--- src/rtl/t5_fetch_if.sv ---
// t5_fetch_if: bundles the instruction-bus, redirect/stall and decode-facing
// signals of the tra5 fetch stage.
// Latency: none (wiring only). Backpressure: sstl from decode, iwb_ack from the bus slave.
//
// master : fetch stage (drives the iwb_* request, fpc/fins/fvld/sena/fmis)
// slave  : environment (bus slave + execute redirect + decode stall)
interface t5_fetch_if;
    // Wishbone classic instruction bus
    logic [31:0] iwb_adr;
    logic        iwb_stb;
    logic        iwb_cyc;
    logic [3:0]  iwb_sel;
    logic        iwb_we;
    logic        iwb_ack;
    logic [31:0] iwb_dat;

    // redirect from execute, stall from decode
    logic        xbra;
    logic [31:0] xtgt;
    logic        sstl;

    // queue head towards decode
    logic [31:0] fpc;
    logic [31:0] fins;
    logic        fvld;
    logic        sena;
    logic        fmis;

    modport master (
        output iwb_adr, iwb_stb, iwb_cyc, iwb_sel, iwb_we,
        input  iwb_ack, iwb_dat,
        input  xbra, xtgt, sstl,
        output fpc, fins, fvld, sena, fmis
    );

    modport slave (
        input  iwb_adr, iwb_stb, iwb_cyc, iwb_sel, iwb_we,
        output iwb_ack, iwb_dat,
        output xbra, xtgt, sstl,
        input  fpc, fins, fvld, sena, fmis
    );
endinterface

--- src/rtl/t5_fetch.sv ---
// t5_fetch: RV32 instruction fetch stage, Wishbone classic reads into a 2-entry queue.
// Latency: word acked at edge N appears on fpc/fins/fvld after edge N; 1 instr/cycle with zero-wait ack.
// Backpressure: sstl freezes pops only; fetching continues until the queue holds 2, then stb drops.
//
// Ports:
//   sclk, srst      : clock, asynchronous active-high reset
//   bus (master)    : iwb_adr/stb/cyc/sel/we out, iwb_ack/dat in,
//                     xbra/xtgt redirect in, sstl stall in,
//                     fpc/fins/fvld/sena/fmis out to decode
// Optional feature (macro T5_FETCH_MISALIGN_EN): misaligned redirect targets raise a
// sticky fmis and halt fetching until an aligned redirect. Without it xtgt[1:0] is
// ignored and fmis is tied low.
module t5_fetch #(
    parameter logic [31:0] RESET_VECTOR = 32'h0000_0000,
    parameter int          XLEN         = 32
) (
    input  logic       sclk,
    input  logic       srst,
    t5_fetch_if.master bus
);

    localparam logic [1:0] S_FETCH = 2'd0;
    localparam logic [1:0] S_WAIT  = 2'd1;
    localparam logic [1:0] S_FLUSH = 2'd2;

    localparam logic [XLEN-1:0] NOP_INS = 32'h0000_0013;

    // ------------------------------------------------------------------
    // State
    // ------------------------------------------------------------------
    logic [1:0]      r_state;
    logic [XLEN-1:0] r_pc;          // address of the current/next bus request
    logic [XLEN-1:0] r_tgt;         // redirect target held while a stale cycle drains
    logic [1:0]      r_cnt;         // queue occupancy 0..2
    logic [XLEN-1:0] r_q_pc  [0:1]; // entry 0 is always the head
    logic [XLEN-1:0] r_q_ins [0:1];

    // ------------------------------------------------------------------
    // Combinational
    // ------------------------------------------------------------------
    logic [XLEN-1:0] w_tgt;
    logic            w_misal;
    logic            w_fmis;
    logic            w_fmis_nxt;
    logic            w_stb;
    logic            w_fvld;
    logic            w_sena;
    logic            w_push;
    logic [1:0]      w_cnt_pop;
    logic [1:0]      w_cnt_nxt;
    logic            w_wr_idx;
    logic [1:0]      w_state_nxt;
    logic [XLEN-1:0] w_pc_nxt;
    logic [XLEN-1:0] w_tgt_nxt;

    // The low two target bits never reach the bus address.
    assign w_tgt = {bus.xtgt[31:2], 2'b00};

`ifdef T5_FETCH_MISALIGN_EN
    logic r_fmis;

    assign w_misal = |bus.xtgt[1:0];
    assign w_fmis  = r_fmis;

    always_ff @(posedge sclk or posedge srst) begin
        if (srst) begin
            r_fmis <= 1'b0;
        end else begin
            r_fmis <= w_fmis_nxt;
        end
    end
`else
    logic w_unused_xtgt_lsb;

    assign w_misal           = 1'b0;
    assign w_fmis            = 1'b0;
    assign w_unused_xtgt_lsb = ^bus.xtgt[1:0];
`endif

    // Strobe is gated by srst so it drops the moment reset asserts, even
    // mid-cycle. A pending misalign fault suppresses new cycles but a FLUSH
    // still runs to completion so the slave sees a well-formed cycle.
    assign w_stb = ~srst & ((r_state == S_FLUSH) |
                            ((r_state == S_FETCH) & ~w_fmis));

    assign w_fvld = (r_cnt != 2'd0);

    // Redirect wins over stall and over any push: the head is about to be
    // thrown away, so decode must not consume it.
    assign w_sena = w_fvld & ~bus.sstl & ~bus.xbra;

    // Only a FETCH-state ack carries a word worth keeping.
    assign w_push = (r_state == S_FETCH) & w_stb & bus.iwb_ack & ~bus.xbra;

    assign w_cnt_pop = r_cnt - {1'b0, w_sena};
    assign w_cnt_nxt = w_cnt_pop + {1'b0, w_push};

    // Push lands behind whatever survives this cycle's pop. A push never
    // happens at count 2, so the slot index fits in one bit.
    assign w_wr_idx = w_cnt_pop[0];

    // ------------------------------------------------------------------
    // Next-state logic
    // ------------------------------------------------------------------
    always_comb begin
        w_state_nxt = r_state;
        w_pc_nxt    = r_pc;
        w_tgt_nxt   = r_tgt;
        w_fmis_nxt  = w_fmis;

        if (bus.xbra) begin
            w_fmis_nxt = w_misal;
            if (w_stb && !bus.iwb_ack) begin
                // A cycle is still open on the bus: finish it, discard its
                // data, and only then start at the new target. A repeated
                // redirect here simply overwrites the held target.
                w_state_nxt = S_FLUSH;
                w_tgt_nxt   = w_tgt;
            end else begin
                // No open cycle (or it completes right now and is dropped).
                w_state_nxt = S_FETCH;
                w_pc_nxt    = w_tgt;
            end
        end else begin
            case (r_state)
                S_FETCH: begin
                    if (w_push) begin
                        w_pc_nxt = r_pc + 32'd4;
                        if (w_cnt_nxt == 2'd2) begin
                            w_state_nxt = S_WAIT;
                        end
                    end
                end
                S_WAIT: begin
                    if (w_sena) begin
                        w_state_nxt = S_FETCH;
                    end
                end
                S_FLUSH: begin
                    if (bus.iwb_ack) begin
                        w_state_nxt = S_FETCH;
                        w_pc_nxt    = r_tgt;
                    end
                end
                default: begin
                    w_state_nxt = S_FETCH;
                end
            endcase
        end
    end

    // ------------------------------------------------------------------
    // Registers
    // ------------------------------------------------------------------
    always_ff @(posedge sclk or posedge srst) begin
        if (srst) begin
            r_state    <= S_FETCH;
            r_pc       <= RESET_VECTOR;
            r_tgt      <= RESET_VECTOR;
            r_cnt      <= 2'd0;
            r_q_pc[0]  <= '0;
            r_q_pc[1]  <= '0;
            r_q_ins[0] <= NOP_INS;
            r_q_ins[1] <= NOP_INS;
        end else begin
            r_state <= w_state_nxt;
            r_pc    <= w_pc_nxt;
            r_tgt   <= w_tgt_nxt;

            if (bus.xbra) begin
                // Entry contents are left as-is; with count 0 they are
                // invisible because fvld and sena are both low.
                r_cnt <= 2'd0;
            end else begin
                r_cnt <= w_cnt_nxt;
                if (w_sena) begin
                    r_q_pc[0]  <= r_q_pc[1];
                    r_q_ins[0] <= r_q_ins[1];
                end
                // Placed after the shift so a push into slot 0 on a
                // push+pop cycle overrides the shifted value.
                if (w_push) begin
                    r_q_pc[w_wr_idx]  <= r_pc;
                    r_q_ins[w_wr_idx] <= bus.iwb_dat;
                end
            end
        end
    end

    // ------------------------------------------------------------------
    // Outputs
    // ------------------------------------------------------------------
    assign bus.iwb_adr = r_pc;
    assign bus.iwb_stb = w_stb;
    assign bus.iwb_cyc = w_stb;
    assign bus.iwb_sel = 4'hF;
    assign bus.iwb_we  = 1'b0;

    assign bus.fpc  = r_q_pc[0];
    assign bus.fins = r_q_ins[0];
    assign bus.fvld = w_fvld;
    assign bus.sena = w_sena;
    assign bus.fmis = w_fmis;

endmodule

--- src/flat_wrapper.sv ---
// flat-port wrapper written by rule: the top's interface ports become plain ports
module t5_fetch_flat 
#(
    parameter logic [31:0] RESET_VECTOR = 32'h0000_0000,
    parameter int          XLEN         = 32
)
  (sclk, srst, bus_iwb_adr, bus_iwb_stb, bus_iwb_cyc, bus_iwb_sel, bus_iwb_we, bus_iwb_ack, bus_iwb_dat, bus_xbra, bus_xtgt, bus_sstl, bus_fpc, bus_fins, bus_fvld, bus_sena, bus_fmis);
  t5_fetch_if bus_i ();
  input  logic sclk;
  input  logic srst;
  output wire logic [$bits(bus_i.iwb_adr)-1:0] bus_iwb_adr;
  output wire logic [$bits(bus_i.iwb_stb)-1:0] bus_iwb_stb;
  output wire logic [$bits(bus_i.iwb_cyc)-1:0] bus_iwb_cyc;
  output wire logic [$bits(bus_i.iwb_sel)-1:0] bus_iwb_sel;
  output wire logic [$bits(bus_i.iwb_we)-1:0] bus_iwb_we;
  input wire logic [$bits(bus_i.iwb_ack)-1:0] bus_iwb_ack;
  input wire logic [$bits(bus_i.iwb_dat)-1:0] bus_iwb_dat;
  input wire logic [$bits(bus_i.xbra)-1:0] bus_xbra;
  input wire logic [$bits(bus_i.xtgt)-1:0] bus_xtgt;
  input wire logic [$bits(bus_i.sstl)-1:0] bus_sstl;
  output wire logic [$bits(bus_i.fpc)-1:0] bus_fpc;
  output wire logic [$bits(bus_i.fins)-1:0] bus_fins;
  output wire logic [$bits(bus_i.fvld)-1:0] bus_fvld;
  output wire logic [$bits(bus_i.sena)-1:0] bus_sena;
  output wire logic [$bits(bus_i.fmis)-1:0] bus_fmis;
  assign bus_iwb_adr = bus_i.iwb_adr;
  assign bus_iwb_stb = bus_i.iwb_stb;
  assign bus_iwb_cyc = bus_i.iwb_cyc;
  assign bus_iwb_sel = bus_i.iwb_sel;
  assign bus_iwb_we = bus_i.iwb_we;
  assign bus_i.iwb_ack = bus_iwb_ack;
  assign bus_i.iwb_dat = bus_iwb_dat;
  assign bus_i.xbra = bus_xbra;
  assign bus_i.xtgt = bus_xtgt;
  assign bus_i.sstl = bus_sstl;
  assign bus_fpc = bus_i.fpc;
  assign bus_fins = bus_i.fins;
  assign bus_fvld = bus_i.fvld;
  assign bus_sena = bus_i.sena;
  assign bus_fmis = bus_i.fmis;
  t5_fetch #(.RESET_VECTOR(RESET_VECTOR), .XLEN(XLEN)) u_core (.sclk(sclk), .srst(srst), .bus(bus_i));
endmodule
--- config.mk ---
export PLATFORM = sky130hd
export DESIGN_NAME = t5_fetch_flat
export DESIGN_NICKNAME = d
export VERILOG_FILES = /design/src/rtl/t5_fetch_if.sv /design/src/rtl/t5_fetch.sv /design/src/flat_wrapper.sv
export SDC_FILE = /design/constraint.sdc
export NUM_CORES = 1
export LEC_CHECK = 0
export CAP_MARGIN = 30
export CORE_ASPECT_RATIO = 0.75
export CORE_MARGIN = 8
export CORE_UTILIZATION = 35
export CTS_CLUSTER_DIAMETER = 150
export DETAILED_ROUTE_END_ITERATION = 10
export GPL_ROUTABILITY_DRIVEN = 0
export SLEW_MARGIN = 20
export SYNTH_ARGS = -nofsm -noshare
export SYNTH_HDL_FRONTEND = slang
export SYNTH_SLANG_ARGS = --single-unit
export TNS_END_PERCENT = 50
--- constraint.sdc ---
create_clock -name sclk -period 7.5 [get_ports sclk]
set_input_delay 1.875 -clock sclk [delete_from_list [all_inputs] [get_ports sclk]]
set_output_delay 1.875 -clock sclk [all_outputs]
set_load 0.05 [all_outputs]
==> results of run 1 <==
## worst max-delay path: cells and delay by family
kind | cells | cell delay [ps]
buffers and inverters | 2 | 1440
and+or+nand+nor | 1 | 290
## kinds of logic after synthesis
| family | count (synthesis) |
|---|---|
| compound gates | 175 |
| flops | 190 |
| buf+inv | 137 |
| other cells | 2 |
| mux | 155 |
| simple gates | 214 |
| xor+xnor | 10 |
| fa+ha+maj | 3 |
## routing by layer
layer / global-route usage, % / vias up / part of all wire (%)
li1: - / 3182 / -
met1: 20.9 / 3311 / 48
met2: 22.6 / 158 / 44
met3: 4.60 / 13 / 6.5
met4: 2.96 / 0 / 0.87
met5: 0 / - / 0
## worst max-delay path by stage
stage,from,end,slack [ps],depth (start not counted)
after floorplan,srst,u_core.bus.fins[10]$_DFFE_PP0N_,460,1
after global placement,srst,bus_iwb_cyc,2010,3
after detailed placement,srst,bus_iwb_cyc,1990,3
after CTS,srst,bus_iwb_cyc,1990,3
after global routing,srst,bus_iwb_cyc,1900,3
final,srst,bus_iwb_cyc,2020,3
## final cells by class
type / instances / area [µm²]
inverters: 9 / 41.3
fillers: 2555 / 15200
well taps: 351 / 439
repair buffers: 178 / 1770
multi-input cells: 565 / 3840
clock buffers: 21 / 480
flip-flops and latches: 190 / 4760
clock inverters: 11 / 153
## where the power goes
part / internal [mW] / switching, mW
combinational: 0.672 / 1.09
clock: 0.565 / 0.414
sequential: 1.41 / 0.276
total: 2.65 / 1.78
## placed cells by master, fill, tap and decap left out, types with 4 or more instances in the layout
cell type	n
a211oi_1	4
a21oi_1	98
a31oi_1	8
and3_1	11
and4_1	4
buf_4	12
clkbuf_16	17
clkbuf_8	4
clkdlybuf4s50_1	163
conb_1	8
dfrtp_1	184
dfstp_2	6
inv_1	8
mux2_2	92
mux2i_1	63
nand2_1	52
nand3_1	18
nand4_1	7
nor2_1	93
nor3_1	5
nor4_1	4
o21ai_0	34
o31ai_1	4
xnor2_1	7
## through the flow
step / cells / worst slack (ps) / area (µm²) / utilization [%] / power, mW
2_1_floorplan: 892 / 464 / 9390 / - / 3.08
3_3_place_gp: 1291 / 2010 / 10800 / 40.5 / 3.46
3_5_place_dp: 1293 / 1990 / 10900 / 40.7 / 3.49
4_1_cts: 1325 / 1990 / 11500 / 43.1 / 4.48
5_1_grt: 1325 / 1900 / 11500 / 43.1 / 4.66
6_report: 1325 / 2020 / 11500 / 43.1 / 4.43
## registers in the layout, indices dropped and copies added (netlist names)
name                flops
u_core.bus.fins        32
u_core.bus.fpc         32
u_core.bus.iwb_adr     30
u_core.r_cnt            2
u_core.r_q_ins         32
u_core.r_q_pc          30
u_core.r_state          2
u_core.r_tgt           30
==> impl_metrics.json, run 1 <==
{
  "crit-reg2reg-launch": "u_core.r_state[1]$_DFFE_PP0P_",
  "synth.cells.most_frequent": "184 x dfrtp_1, 98 x a21oi_1, 93 x nor2_1",
  "yosys_register_bits": 190,
  "crit_fanout": 5,
  "die-area_um2": 32300,
  "clock.fmax_mhz": 182,
  "cp.arrival_ps": 3610,
  "fp.dieW_um": 205,
  "reg2reg_setup_slack_ps": 4650,
  "tightest_slew_ps": 895,
  "cts_resized": 0,
  "criticalPathCategory": "in -> out",
  "ys_seq_area_share_pct": 50.8,
  "hpwl_mm": 16.6,
  "synthDistinctLibCells": 59,
  "reg2reg_depth": 8,
  "rsz0062_at_grt": "false",
  "rows": 52,
  "synth-warning-count": 0,
  "worstSkewPairLatency_ps": 430,
  "numCtsBuffers": 17,
  "status": "completed",
  "slew_headroom_pct": 40.3,
  "whs_path_depth": 1,
  "p_per_area_nw_per_um2": 385,
  "postCtsSetupBuffers": 0,
  "path_clk_slew_ps": 70,
  "n_antenna_cell": 0,
  "start_util_pct": 35.1,
  "synth_edf_count": 0,
  "cap_violations": 0,
  "ios": 175,
  "leakagePower_nw": 4.73,
  "holdWs_ps": 501,
  "clockRootBuffer": "clkbuf_16",
  "synth_simple_gate_area_share_pct": 10.5,
  "synth_fa_ha_area_share_pct": 0.401,
  "clockBufferDepth": 2,
  "max_stage_delay_ps": 860,
  "skew_ps": 10.8,
  "cp-end-kind": "primary output",
  "path_cells": "clkdlybuf4s50_1, nor2_1, clkdlybuf4s50_1",
  "fp.coreArea_um2": 26700,
  "avgSynthCellArea_um2": 10.6,
  "worstHoldEndpoint": "u_core.r_tgt[31]$_DFFE_PP0P_",
  "wire_per_inst_um": 18.1,
  "final_max_slew_viol_count": 0,
  "drive_gt1_share_pct": 16.2,
  "synth_top_family_by_area": "multiplexers",
  "grt.overflow.total": 0,
  "globalRouteTotalUtil_pct": 15.0,
  "syn_area_um2": 9370,
  "r2r-end": "u_core.bus.fpc[20]$_DFFE_PP0N_",
  "synthArstFlopShare_pct": 100,
  "synthCells": 886,
  "min-delay-start": "u_core.r_tgt[31]$_DFFE_PP0P_",
  "cts.sinks": 190,
  "routed_via_density": 5.03,
  "vias": 6664,
  "finalHoldViolations": 0,
  "min_period_ps": 5480,
  "hold_buffers": 0,
  "tns_ps": 0,
  "grt_pass1_wl_mm": 38.1,
  "crit_path_top_delay_cell": "clkdlybuf4s50_1",
  "antenna_found_initial": 0,
  "synth_top_cells_by_area": "dfrtp_1 49%, mux2_2 11%, mux2i_1 6.7%",
  "cts_tree": "built",
  "antenna_violating_nets_post_route": 0,
  "muxShareOfSynthArea_pct": 17.8,
  "ys.flop_type": "dfrtp_1",
  "yosys.area.top_type_share_pct": 49.2,
  "setup_viol": 0,
  "yosysMostFrequentCell": "dfrtp_1",
  "die_y_um": 158,
  "vdd_ir_drop_max_mv": 0.222,
  "nNetsFinal": 1033,
  "period_share_pct": 73.1,
  "drt_iter0_drc": 364,
  "drc": 0,
  "min_path_type": "reg -> reg",
  "htree_levels": 4,
  "grt_pass1_vias": 6520,
  "synth_compound_area_share_pct": 10.6,
  "first_pass_iters": 5,
  "grt_max_degree": 84,
  "crit_required_ps": 5620,
  "cpMostUsedCell": "clkdlybuf4s50_1",
  "wirelength_mm": 23.9,
  "worstSetupStartpointType": "input pin",
  "io_buffers": 164,
  "syn_to_final_growth_pct": 22.6,
  "synth_xor_area_share_pct": 0.935,
  "yosysTopAreaCell": "dfrtp_1"
}
(Power assumes the default switching activity.)
==> inputs of run 2 (changes only) <==
==> constraint.sdc (replaced) <==
create_clock -name sclk -period 4.7 [get_ports sclk]
set_input_delay 1.175 -clock sclk [delete_from_list [all_inputs] [get_ports sclk]]
set_output_delay 1.175 -clock sclk [all_outputs]
set_load 0.05 [all_outputs]
==> run 2 against run 1 <==
Utilization hardly changed. Combinational power is 60% higher. Setup slack worse by 1300 ps. Cell count hardly changed. Die area stayed put. Total power is 57% higher. Register-to-register slack worse by 2400 ps. Worst hold slack better by 1.7 ps. Highest routed layer unchanged. Largest power group unchanged. Final area hardly changed. Flip-flop and latch count stayed put. Sequential share of layout area hardly changed. Global-route usage is 0.38 points higher.
==> impl_metrics.json, run 2 (synthesized netlist as in run 1, its figures left out) <==
{
  "vias": 6626,
  "drive_gt1_share_pct": 16.1,
  "drt_iter0_drc": 375,
  "holdWs_ps": 503,
  "numCtsBuffers": 17,
  "criticalPathCategory": "in -> out",
  "dpl_worst_slack_ps": 700,
  "vdd_ir_drop_max_mv": 0.395,
  "cts_resized": 0,
  "fp.coreArea_um2": 26700,
  "cpMostUsedCell": "clkdlybuf4s50_1",
  "die-area_um2": 32300,
  "hpwl_mm": 16.6,
  "cts.sinks": 190,
  "cap_violations": 0,
  "grt_util_met2_pct": 22.8,
  "htree_levels": 4,
  "cp.arrival_ps": 2810,
  "top_usage_layer": "met2",
  "max_stage_delay_ps": 860,
  "routed_via_density": 5.00,
  "grt.overflow.total": 0,
  "final_cell_mix": "184 x dfrtp_1, 162 x clkdlybuf4s50_1, 98 x a21oi_1",
  "slew_headroom_pct": 40.4,
  "first_pass_iters": 5,
  "p_per_area_nw_per_um2": 605,
  "period_share_pct": 84.8,
  "hold_buffers": 0,
  "crit_required_ps": 3520,
  "met1_usage_pct": 21.3,
  "postCtsSetupBuffers": 0,
  "die_y_um": 158,
  "rsz0062_at_grt": "false",
  "crit_path_top_delay_cell": "clkdlybuf4s50_1",
  "wire_per_inst_um": 18.5,
  "drc": 0,
  "fin_ws_ps": 717,
  "clockRootBuffer": "clkbuf_16",
  "worstSkewPairLatency_ps": 440,
  "clockBufferDepth": 2,
  "antenna_violating_nets_post_route": 0,
  "rows": 52,
  "n_antenna_cell": 0,
  "start_util_pct": 35.1,
  "wirelength_mm": 24.5,
  "crit_fanout": 5,
  "grt_max_degree": 121,
  "worstSetupStartpointType": "input pin",
  "path_cells": "clkdlybuf4s50_1, nor2_1, clkdlybuf4s50_1",
  "leakagePower_nw": 4.73,
  "grt_pass1_wl_mm": 38.9,
  "placed_cell_area_um2": 10900,
  "status": "completed",
  "crit_family": "buffers and inverters",
  "final_max_slew_viol_count": 0,
  "min_path_type": "reg -> reg",
  "tns_ps": 0,
  "path_buf_inv": 2,
  "antenna_found_initial": 0,
  "finalHoldViolations": 0,
  "cp-end-kind": "primary output",
  "fp.dieW_um": 205,
  "syn_to_final_growth_pct": 22.6,
  "final_common_cell": "dfrtp_1",
  "min_period_ps": 3980,
  "cts_tree": "built",
  "ios": 175,
  "nNetsFinal": 1035,
  "clock.fmax_mhz": 251,
  "gr-usage-met3_pct": 5.34,
  "io_buffers": 164,
  "tightest_slew_ps": 895,
  "setup_viol": 0,
  "globalRouteTotalUtil_pct": 15.3,
  "path_clk_slew_ps": 70,
  "grt_pass1_vias": 6537,
  "postLayoutCellArea_um2": 11500,
  "skew_ps": 10.9
}
-- run 2: changes by cell type in the layout (fill, tap and decap cells not counted), sizes merged --
cell | previous run | this run
inv | 12 | 8
clkinv | 2 | 6
clkdlybuf4s50 | 163 | 162
buf | 15 | 18
bufinv | 3 | 2
-- run 2: final timing paths --
kind | startpoint | endpoint | slack (ps) | cells after the start
min reg2reg | u_core.r_tgt[23]$_DFFE_PP0P_ | u_core.r_tgt[23]$_DFFE_PP0P_ | 500 | 1
max | srst | bus_iwb_cyc | 720 | 3
max reg2reg | u_core.r_state[0]$_DFFE_PP0P_ | u_core.bus.iwb_adr[16]$_DFFE_PP0P_ | 2290 | 5
min | u_core.r_tgt[23]$_DFFE_PP0P_ | u_core.r_tgt[23]$_DFFE_PP0P_ | 500 | 1
min in group asynchronous | srst | u_core.r_tgt[3]$_DFFE_PP0P_ | 1290 | 3
max in group asynchronous | srst | u_core.r_q_ins[26]$_DFFE_PP0P_ | 2760 | 3
-- run 2: report_power, final --
part	leakage (nW)	total [mW]	internal, mW	switching [mW]
clock	0.273	1.45	0.795	0.651
sequential	2.31	2.69	2.25	0.437
combinational	2.14	2.82	1.08	1.74
-- run 2: worst reg2reg max path, cell delays in order, from the launching register on --
cell      delay, ps
dfrtp_1         560
nand2b_1        730
nand2_1         450
a31oi_1         270
nor2_1           70
o22a_1          230
-- run 2: area by class of cell --
type                    instances  area [µm²]
clock buffers                  21         450
clock inverters                10         116
fillers                      2593       15200
inverters                       9        37.5
multi-input cells             565        3840
flip-flops and latches        190        4760
well taps                     351         439
repair buffers                180        1840
-- run 2: routing by layer --
layer / part of all wire, % / wire, µm
met5: 0 / 0
met4: 0.91 / 224
met3: 7.2 / 1760
met2: 44 / 10900
met1: 48 / 11700
-- run 2: per-stage QoR --
step / util, % / total power [mW] / instances
after floorplan: - / 4.92 / 892
after global placement: 40.8 / 5.52 / 1294
after detailed placement: 40.8 / 5.57 / 1294
after CTS: 42.9 / 7.04 / 1325
after global routing: 43.0 / 7.33 / 1326
final: 43.0 / 6.95 / 1326
==> inputs of run 3 (changes only) <==
==> constraint.sdc (replaced) <==
create_clock -name sclk -period 4 [get_ports sclk]
set_input_delay 1 -clock sclk [delete_from_list [all_inputs] [get_ports sclk]]
set_output_delay 1 -clock sclk [all_outputs]
set_load 0.05 [all_outputs]
==> run 3 against run 2 <==
Via count is 0.65% higher. Cell count up 0.30%. Largest power group unchanged. Total power grew 17%. Worst hold slack got worse by 3.3 ps. Non-clock buffer count up 3. Largest cell class unchanged.
==> impl_metrics.json, run 3 (synthesized netlist as in run 1, its figures left out) <==
{
  "status": "completed",
  "drc": 0,
  "vdd_ir_drop_max_mv": 0.449,
  "first_pass_iters": 5,
  "tns_ps": 0,
  "routed_via_density": 5.01,
  "finalHoldViolations": 0,
  "leakagePower_nw": 4.73,
  "crit_required_ps": 3000,
  "numCtsBuffers": 17,
  "grt_max_degree": 73,
  "crit_fanout": 2,
  "path_clk_slew_ps": 70,
  "die-area_um2": 32300,
  "cts.sinks": 190,
  "start_util_pct": 35.1,
  "worstSkewPairLatency_ps": 440,
  "vias": 6669,
  "skew_ps": 11.6,
  "wire_per_inst_um": 18.5,
  "cap_violations": 0,
  "die_y_um": 158,
  "worstHoldEndpoint": "u_core.r_tgt[28]$_DFFE_PP0P_",
  "ios": 175,
  "p_per_area_nw_per_um2": 706,
  "setup_viol": 0,
  "cp.arrival_ps": 2110,
  "drt_iter0_drc": 372,
  "final_cell_mix": "184 x dfrtp_1, 160 x clkdlybuf4s50_1, 98 x a21oi_1",
  "rows": 52,
  "crit-reg2reg-launch": "u_core.r_state[0]$_DFFE_PP0P_",
  "max_stage_delay_ps": 530,
  "cts_tree": "built",
  "whs_path_depth": 1,
  "antenna_violating_nets_post_route": 0,
  "clockRootBuffer": "clkbuf_16",
  "syn_to_final_growth_pct": 22.8,
  "postCtsSetupBuffers": 0,
  "crit_path_top_delay_cell": "clkdlybuf4s50_1",
  "worstSetupStartpointType": "input pin",
  "io_buffers": 164,
  "min_period_ps": 3110,
  "drive_gt1_share_pct": 16.4,
  "reg2reg_depth": 5,
  "hpwl_mm": 16.8,
  "cts_resized": 0,
  "criticalPathCategory": "in -> out",
  "period_share_pct": 77.7,
  "wirelength_mm": 24.7,
  "fp.dieW_um": 205,
  "grt_pass1_vias": 6684,
  "crit_family": "buffers and inverters",
  "globalRouteTotalUtil_pct": 15.6,
  "clock.fmax_mhz": 322,
  "slew_headroom_pct": 40.1,
  "grt_pass1_wl_mm": 39.5,
  "path_cells": "clkdlybuf4s50_1, nor3_2, buf_4, buf_12",
  "utilization_pct": 43.1,
  "min_path_type": "reg -> reg",
  "holdWs_ps": 499,
  "antenna_found_initial": 0,
  "grt.overflow.total": 0,
  "rsz0062_at_grt": "false",
  "min-delay-start": "u_core.r_tgt[28]$_DFFE_PP0P_",
  "clockBufferDepth": 2,
  "final_common_cell": "dfrtp_1",
  "nNetsFinal": 1038,
  "r2r-end": "u_core.bus.iwb_adr[16]$_DFFE_PP0P_",
  "htree_levels": 4,
  "tightest_slew_ps": 898,
  "reg2reg_setup_slack_ps": 1590,
  "fp.coreArea_um2": 26700,
  "hold_buffers": 0,
  "path_buf_inv": 3,
  "final_max_slew_viol_count": 0,
  "cp-end-kind": "primary output",
  "n_antenna_cell": 0
}
-- run 3: cell type report --
cell class | instances | area (µm²)
Clock inverter | 8 | 85.1
Timing Repair Buffer | 183 | 1870
Sequential cell | 190 | 4760
Inverter | 9 | 37.5
Tap cell | 351 | 439
Fill cell | 2581 | 15200
Multi-Input combinational cell | 565 | 3840
Clock buffer | 24 | 472
-- run 3: how the worst max path moves through the flow --
stage | from | end | slack (ps) | cells past startpoint
5_1_grt | srst | bus_iwb_stb | 840 | 3
2_1_floorplan | srst | u_core.bus.fins[10]$_DFFE_PP0N_ | 560 | 1
4_1_cts | srst | bus_iwb_cyc | 870 | 3
3_5_place_dp | srst | u_core.r_q_ins[25]$_DFFE_PP0P_ | 730 | 7
6_report | bus_sstl | bus_sena | 890 | 4
3_3_place_gp | srst | u_core.r_q_ins[18]$_DFFE_PP0P_ | 760 | 7
-- run 3: power by group --
| part | internal [mW] | switching, mW | total, mW |
|---|---|---|---|
| clock | 0.894 | 0.754 | 1.65 |
| combinational | 1.27 | 2.05 | 3.32 |
| sequential | 2.64 | 0.518 | 3.16 |
| total | 4.81 | 3.32 | 8.13 |
-- run 3: worst reg2reg max path, cell delays in order (launching register included) --
cell,delay [ps]
dfrtp_1,500
nand2b_1,750
nand2_1,530
a31oi_1,280
nor2_1,60
o22a_1,180
-- run 3: per-layer routing --
metal | share of wire (%) | vias up | GRT usage, %
li1 | - | 3202 | -
met1 | 48 | 3292 | 22.0
met2 | 45 | 155 | 23.3
met3 | 6.2 | 20 | 4.13
met4 | 1.3 | 0 | 4.08
met5 | 0 | - | 0
-- run 3: metrics by stage --
step           cell area, µm²  worst slack (ps)  std cells  total power [mW]
3_3_place_gp            10900               764       1298              6.49
4_1_cts                 11500               867       1330              8.24
5_1_grt                 11500               843       1330              8.57
3_5_place_dp            10900               730       1298              6.55
2_1_floorplan            9390               556        892              5.78
6_report                11500               891       1330              8.13
